===== src/rtl/imem_pkg.sv =====
// Shared definitions for the instruction-memory loader and the instruction memory itself.
package imem_pkg;

  localparam int          IMEM_DEPTH     = 128;
  localparam int          IMEM_ADDR_W    = 7;
  localparam logic [31:0] IMEM_FILL_WORD = 32'h0;
  localparam logic [1:0]  LAST_BYTE_IDX  = 2'd3;

  typedef enum logic [2:0] {
    ST_IDLE  = 3'd0,
    ST_RECV  = 3'd1,
    ST_WRITE = 3'd2,
    ST_FILL  = 3'd3,
    ST_DONE  = 3'd4,
    ST_ERROR = 3'd5
  } imem_state_e;

  // A zero count or anything past the memory end means "load the whole memory".
  function automatic int clampCount(input logic [7:0] wc, input int depth);
    if (wc == 8'd0 || 32'(wc) >= depth) return depth;
    return 32'(wc);
  endfunction

endpackage


===== src/rtl/imem_loader_word_assembler.sv =====
// Little-endian byte-to-word assembler: the first byte shifted in ends up as the LSB.
module word_assembler
  import imem_pkg::*;
(
  input  logic        i_clk,
  input  logic        i_rstn,
  input  logic        i_clear,
  input  logic        i_shift,
  input  logic [7:0]  i_byte,
  output logic [31:0] o_word,
  output logic        o_word_ready
);

  logic [31:0] r_word;
  logic [1:0]  r_bidx;

  always_ff @(posedge i_clk) begin
    if (!i_rstn) begin
      r_word <= '0;
      r_bidx <= '0;
    end else if (i_clear) begin
      r_word <= '0;
      r_bidx <= '0;
    end else if (i_shift) begin
      r_word <= {i_byte, r_word[31:8]};
      r_bidx <= r_bidx + 2'd1;
    end
  end

  assign o_word       = r_word;
  assign o_word_ready = i_shift && (r_bidx == LAST_BYTE_IDX);

endmodule


===== src/rtl/imem_loader.sv =====
// Loads a program into instruction memory from a byte stream, zero-fills the rest,
// and holds the CPU in reset for the duration.
module imem_loader
  import imem_pkg::*;
#(
  parameter int DEPTH   = IMEM_DEPTH,
  parameter int ADDR_W  = IMEM_ADDR_W,
  parameter int TIMEOUT = 65535
) (
  input  logic              CLK,
  input  logic              RESETn,
  input  logic              LoadStart,
  input  logic [7:0]        WordCount,
  input  logic [7:0]        RxData,
  input  logic              RxValid,
  output logic              RxReady,
  output logic              MemWE,
  output logic [ADDR_W-1:0] MemWA,
  output logic [31:0]       MemWD,
  output logic              CpuHold,
  output logic              LoadBusy,
  output logic              LoadDone,
  output logic              LoadError
);

  localparam int CNT_W  = ADDR_W + 1;
  localparam int IDLE_W = (TIMEOUT < 2) ? 1 : $clog2(TIMEOUT);

  localparam logic [2:0] S_IDLE  = 3'(ST_IDLE);
  localparam logic [2:0] S_RECV  = 3'(ST_RECV);
  localparam logic [2:0] S_WRITE = 3'(ST_WRITE);
  localparam logic [2:0] S_FILL  = 3'(ST_FILL);
  localparam logic [2:0] S_DONE  = 3'(ST_DONE);
  localparam logic [2:0] S_ERROR = 3'(ST_ERROR);

  localparam logic [CNT_W-1:0]  CNT_DEPTH = CNT_W'(DEPTH);
  localparam logic [CNT_W-1:0]  CNT_LAST  = CNT_W'(DEPTH - 1);
  localparam logic [IDLE_W-1:0] IDLE_LAST = IDLE_W'(TIMEOUT - 1);

  logic [2:0]        r_state;
  logic [CNT_W-1:0]  r_cnt;
  logic [CNT_W-1:0]  r_widx;
  logic [IDLE_W-1:0] r_idleCnt;

  logic        w_rxReady;
  logic        w_accept;
  logic        w_start;
  logic        w_asmClear;
  logic [31:0] w_word;
  logic        w_wordReady;

  assign w_rxReady  = (r_state == S_RECV);
  assign w_accept   = RxValid && w_rxReady;
  assign w_start    = LoadStart && ((r_state == S_IDLE) || (r_state == S_ERROR));
  assign w_asmClear = w_start || (r_state == S_WRITE);

  word_assembler u_asm (
    .i_clk        (CLK),
    .i_rstn       (RESETn),
    .i_clear      (w_asmClear),
    .i_shift      (w_accept),
    .i_byte       (RxData),
    .o_word       (w_word),
    .o_word_ready (w_wordReady)
  );

  // widx carries one extra bit so a full-depth count never wraps in the last-word compare.
  always_ff @(posedge CLK) begin
    if (!RESETn) begin
      r_state   <= S_IDLE;
      r_cnt     <= '0;
      r_widx    <= '0;
      r_idleCnt <= '0;
    end else begin
      case (r_state)
        S_IDLE, S_ERROR: begin
          if (w_start) begin
            r_state   <= S_RECV;
            r_cnt     <= CNT_W'(clampCount(WordCount, DEPTH));
            r_widx    <= '0;
            r_idleCnt <= '0;
          end
        end
        S_RECV: begin
          if (w_accept) begin
            r_idleCnt <= '0;
            if (w_wordReady) r_state <= S_WRITE;
          end else if (r_idleCnt == IDLE_LAST) begin
            r_state <= S_ERROR;
          end else begin
            r_idleCnt <= r_idleCnt + 1'b1;
          end
        end
        S_WRITE: begin
          r_widx <= r_widx + 1'b1;
          if (r_widx == r_cnt - 1'b1)
            r_state <= (r_cnt < CNT_DEPTH) ? S_FILL : S_DONE;
          else
            r_state <= S_RECV;
        end
        S_FILL: begin
          r_widx <= r_widx + 1'b1;
          if (r_widx == CNT_LAST) r_state <= S_DONE;
        end
        S_DONE:  r_state <= S_IDLE;
        default: r_state <= S_IDLE;
      endcase
    end
  end

  always_comb begin
    RxReady   = 1'b0;
    MemWE     = 1'b0;
    MemWA     = '0;
    MemWD     = '0;
    CpuHold   = 1'b0;
    LoadBusy  = 1'b0;
    LoadDone  = 1'b0;
    LoadError = 1'b0;
    case (r_state)
      S_RECV: begin
        RxReady  = 1'b1;
        CpuHold  = 1'b1;
        LoadBusy = 1'b1;
      end
      S_WRITE: begin
        MemWE    = 1'b1;
        MemWA    = r_widx[ADDR_W-1:0];
        MemWD    = w_word;
        CpuHold  = 1'b1;
        LoadBusy = 1'b1;
      end
      S_FILL: begin
        MemWE    = 1'b1;
        MemWA    = r_widx[ADDR_W-1:0];
        MemWD    = IMEM_FILL_WORD;
        CpuHold  = 1'b1;
        LoadBusy = 1'b1;
      end
      S_DONE: begin
        LoadDone = 1'b1;
        CpuHold  = 1'b1;
        LoadBusy = 1'b1;
      end
      // The memory may hold a partial program, so the CPU stays held.
      S_ERROR: begin
        LoadError = 1'b1;
        CpuHold   = 1'b1;
      end
      default: ;
    endcase
  end

endmodule

===== config.mk =====
export PLATFORM = sky130hd
export DESIGN_NAME = imem_loader
export DESIGN_NICKNAME = d
export VERILOG_FILES = /design/src/rtl/imem_pkg.sv /design/src/rtl/imem_loader_word_assembler.sv /design/src/rtl/imem_loader.sv
export SDC_FILE = /design/constraint.sdc
export NUM_CORES = 1
export LEC_CHECK = 0
export CAP_MARGIN = 0
export CORE_AREA = 8 8 92 94
export CTS_CLUSTER_DIAMETER = 80
export DETAILED_ROUTE_END_ITERATION = 10
export DIE_AREA = 0 0 100 102
export GPL_ROUTABILITY_DRIVEN = 0
export PLACE_DENSITY = 0.78
export SKIP_CTS_REPAIR_TIMING = 1
export SLEW_MARGIN = 25
export SYNTH_ARGS = -nofsm -noshare
export SYNTH_HDL_FRONTEND = slang
export SYNTH_HIERARCHICAL = 1
export SYNTH_SLANG_ARGS = --single-unit
export TNS_END_PERCENT = 50

===== constraint.sdc =====
create_clock -name CLK -period 2.85 [get_ports CLK]
set_clock_uncertainty 0.05 [all_clocks]
set_input_delay 0.57 -clock CLK [delete_from_list [all_inputs] [get_ports CLK]]
set_output_delay 0.57 -clock CLK [all_outputs]
set_load 0.05 [all_outputs]

# Word level (Yosys, flattened, before mapping)
# Cells that the tools add are included.
# op_classes
n_addsub	4
magnitude_cmp	2
mux	28
n_mul	0
n_eq_ne	14
shift	0
bitwise_logic	1
reduce_logical	19
n_div	0
# op_table
op	n
$mux 16	3
$mux 32	1
$pmux 16 s2	1
$mux 8	3
$mux 3	7
$add 16x1->16 const B	1
$eq 16x16->1 const B	1
$pmux 8 s2	1
$pmux 3 s4	1
$mux 1	10
$add 8x1->8 const B	1
$eq 8x7->1 const B	1
$eq 8x8->1	1
$ge 8x8->1 const B	1
$logic_not 8->1	1
$lt 8x8->1 const B	1
$sub 8x1->8 const B	1
$mux 7	1
$eq 3x2->1 const B	2
$eq 3x3->1 const B	2
$reduce_or 2->1	3
$reduce_or 5->1	1
$ne 2x2->1 const B	2
$reduce_and 2->1	2
other kinds (14)	19
# word_totals
ramBits	0
mem_count	0
latchBits	0
register_bits	69
mem_bits_ro	0
inputBits	20
word_cells	74

# Depth between registers and ports, before layout
# depth
depth_word	7
ltp_mapped	11
depth_no_buf	8

# Modules after synthesis
# The synthesis kept the hierarchy.
# modules_own_cells
module	cells_per_inst	area_each_um2	seq_area_each_um2	instances
imem_loader	297	2298.5	700.7	1
word_assembler	113	1272.5	680.7	1

# Worst setup path before layout
# No wires, ideal clock.
# synth_path
path_type	register to output
startpoint	register r_state[2]
endpoint	output port LoadDone
path_stages_with_launch	5
setup_slack_ns	0.310
arrival_ns	1.920
cell_sequence	dfxtp_1 buf_2 buf_1 inv_1 nor3_1
# synth_via
elab_chain_len	2
# synth_rtl
element	line_no	source
from (decl)	imem_loader.sv:40	logic [2:0] r_state;
from (signal assigned)	imem_loader.sv:97	r_state <= (r_cnt < CNT_DEPTH) ? S_FILL : S_DONE;
$eq 3x3->1	imem_loader.sv:120	case (r_state)
$mux 1	imem_loader.sv:120	
to (decl)	imem_loader.sv:22	output logic LoadDone,
# Every way passes these cells.

# Final worst setup path
# layout_path
startpoint	register r_state[0]
endpoint	output port LoadError
# layout_via
elab_chain_len	2
# layout_rtl
element	line_no	source
$eq 3x3->1	imem_loader.sv:120	
$mux 1	imem_loader.sv:120	
to (decl)	imem_loader.sv:23	output logic LoadError
# Every way passes these cells.

==> key figures <==
Global routing
  • First-pass GRT wire length: 14.6 mm
  • Largest net degree at the start of global routing: 36
  • Global-route usage over all layers: 17.7%
  • Initial antenna violation count: 0
  • Number of global-route vias before repair: 3148
  • Grt total ovfl: 0

Synth
  • Synth cell types: 52
  • Fraction of registers with async set/reset: 0%
  • Syn_area_per_cell: 8.71 µm²
  • Compound-Gate Fraction of Synth Area: 10.3%
  • Adder-cell area share of the yosys netlist: 1.75%
  • Sequential fraction of the synthesis area: 38.7%
  • Synth Register Bits: 69
  • Proportion of synthesized area in mux cells: 9.57%
  • Xor-xnor portion of the synthesized cell area: 3.89%
  • YS warnings: 6
  • Post-synth EDFFs: 0
  • Post-Synthesis Cells: 410
  • Netlist Area Pre-Place: 3570 µm²
  • Simple-Gate Fraction of Synth Area: 30.2%
  • Largest family of logic cells by synthesized area: simple AND/OR/NAND/NOR gates
  • Top_reg_cell synth: dfxtp_1
  • Post-synth net total: 435

Hold path
  • Hold Path Sink: u_asm/o_word[3]
  • Hold Crit Start: u_asm/o_word[3]
  • Worst Hold Depth: 2
  • Hold WC Path Type: flip-flop to flip-flop

Drt
  • Iter 0 DRT Violations: 119
  • Vias per inst: 5.39
  • Final WL: 8.64 mm
  • Drt drc: 0
  • Post-DRT Antenna Nets: 0
  • DRT Pass-1 Iters: 4
  • Via count: 3082
  • Routed WL per cell: 15.1 µm

Setup path
  • Setup slack, reg-to-reg: 0.44 ns
  • Worst reg-to-reg path cell count: 7
  • Crit start category: flip-flop
  • Crit path arrival time: 2.10 ns
  • Critical Path Fanout Max: 14
  • RR Startpoint: r_state[1]
  • Critical Path RT: 2.23 ns
  • Endpoint type of the worst setup path: output pin
  • Worst R2R End: r_state[0]
  • CP Class: flip-flop to output pin

Timing
  • Worst Max-Slew Pin Slew: 0.577 ns
  • Setup violators final: 0
  • Hold Slack: 0.443 ns
  • Relative slew slack: 61.6%
  • Final Cycle Share: 95.5%
  • Hold Vio Cnt, Final: 0
  • Max-slew violations: 0
  • Post-layout min period: 2.72 ns
  • RSZ-0062 raised after global routing: no
  • Fmax: 0.367 GHz
  • Setup tns final: 0 ns

Job
  • Max Cap Viol: 0

Status
  • Status: completed

Finish
  • Syn-to-layout area delta: 36.6%
  • Diode count: 0
  • Fin util: 69.1%
  • Layout cells sized above 1: 16.1%
  • Filler cell count: 546
  • Most frequent cells in the layout: 69 x dfxtp_1, 63 x nor2_1, 42 x and2_1
  • Multi-input gate area: 1990 µm²
  • Most common cell after layout, fill and taps aside: dfxtp_1
  • Register area: 1380 µm²
  • Final layout net count: 493

Clocking
  • Clock Path Buffers: 2
  • Htree depth: 3
  • # clock sinks: 69
  • Clock Latency Late Sink: 0.34 ns
  • Root buf cell: clkbuf_8
  • Worst-path clk slew: 0.07 ns
  • Cts bufs inserted: 9
  • CTS tree: built

Placed design
  • Post-DP HPWL: 6.12 mm
  • # port buffers: 64

Power and ir drop
  • P per Cell Area: 513 nW/µm²
  • Leak: 1.77 nW
  • Worst VDD drop: 0.345 mV

Die
  • Die Width: 100 µm
  • Core area: 7060 µm²
  • IO Count: 65
  • Initial core utilization: 50.6%
  • Rows: 31
  • Die footprint: 10200 µm²
  • Die H: 102 µm
-- worst max path at each step --
| stage | from | to | depth (start not counted) |
|---|---|---|---|
| detailed placement | RxValid | r_state[0] | 8 |
| finish | r_state[0] | LoadError | 3 |
| CTS | r_state[0] | RxReady | 3 |
| global route | r_state[0] | LoadError | 3 |
| floorplan | r_state[2] | LoadDone | 4 |
| global placement | RxValid | r_state[0] | 8 |
-- per-stage QoR --
| stage | power, mW | area, µm² | std cells | setup WS [ns] |
|---|---|---|---|---|
| 2_1_floorplan | 1.42 | 3570 | 410 | 0.310 |
| 3_3_place_gp | 1.50 | 4620 | 556 | 0.295 |
| 3_5_place_dp | 1.52 | 4620 | 556 | 0.208 |
| 4_1_cts | 2.52 | 4870 | 572 | 0.114 |
| 5_1_grt | 2.60 | 4880 | 572 | 0.0123 |
| 6_report | 2.50 | 4880 | 572 | 0.127 |
-- synthesized netlist by cell type (all sizes together), types with 8 or more instances --
library cell	count	area share, %
a21oi	31	4.3
and2	42	7.4
buf	13	3.4
clkbuf	11	1.2
dfxtp	69	39
inv	10	1.1
mux2i	33	9.3
nand2	14	1.5
nor2	64	6.8
nor3	8	1.1
nor3b	8	1.8
o21ai	11	1.5
or3	15	2.8
xor2	9	2.2
-- report_power, final --
| part | switching [mW] | leakage, nW | internal, mW | total [mW] |
|---|---|---|---|---|
| logic | 0.275 | 1.09 | 0.194 | 0.468 |
| clock network | 0.372 | 0.126 | 0.631 | 1.00 |
| registers | 0.0388 | 0.557 | 0.991 | 1.03 |
-- per-layer routing --
metal | global-route usage (%) | vias to the layer above | part of all wire (%)
li1 | - | 1539 | -
met5 | 0 | - | 0
met3 | 7.77 | 10 | 9.3
met2 | 30.8 | 74 | 49
met1 | 18.4 | 1459 | 40
met4 | 7.09 | 0 | 0.87
-- logic make-up after synthesis --
group	count (synthesis)
DFF	69
muxes	34
AOI/OAI and AO/OA	60
and+or+nand+nor	193
xor gates and xnor gates	15
buffers and inverters	34
adders and majority gates	5
-- final cells by class --
cell class              count  area share [%]
multi-input cells         307            40.9
inverters                  10           0.770
clock inverters             5            2.18
flip-flops and latches     69            28.3
clock buffers              11            3.10
repair buffers             71            22.2
well taps                  99            2.54
-- worst max-delay path: stages (launching register included) --
cell and delay [ns]:
dfxtp_1 0.57, nand2b_1 0.25, nor2_1 0.13, clkdlybuf4s50_1 0.81
-- registers in the layout, summed over array words and instances, names as in the netlist --
register,cells
r_idleCnt,16
u_asm/r_bidx,2
r_widx,8
r_state,3
r_cnt,8
u_asm/o_word,32
Note: power is estimated with default switching activity, not from simulation.
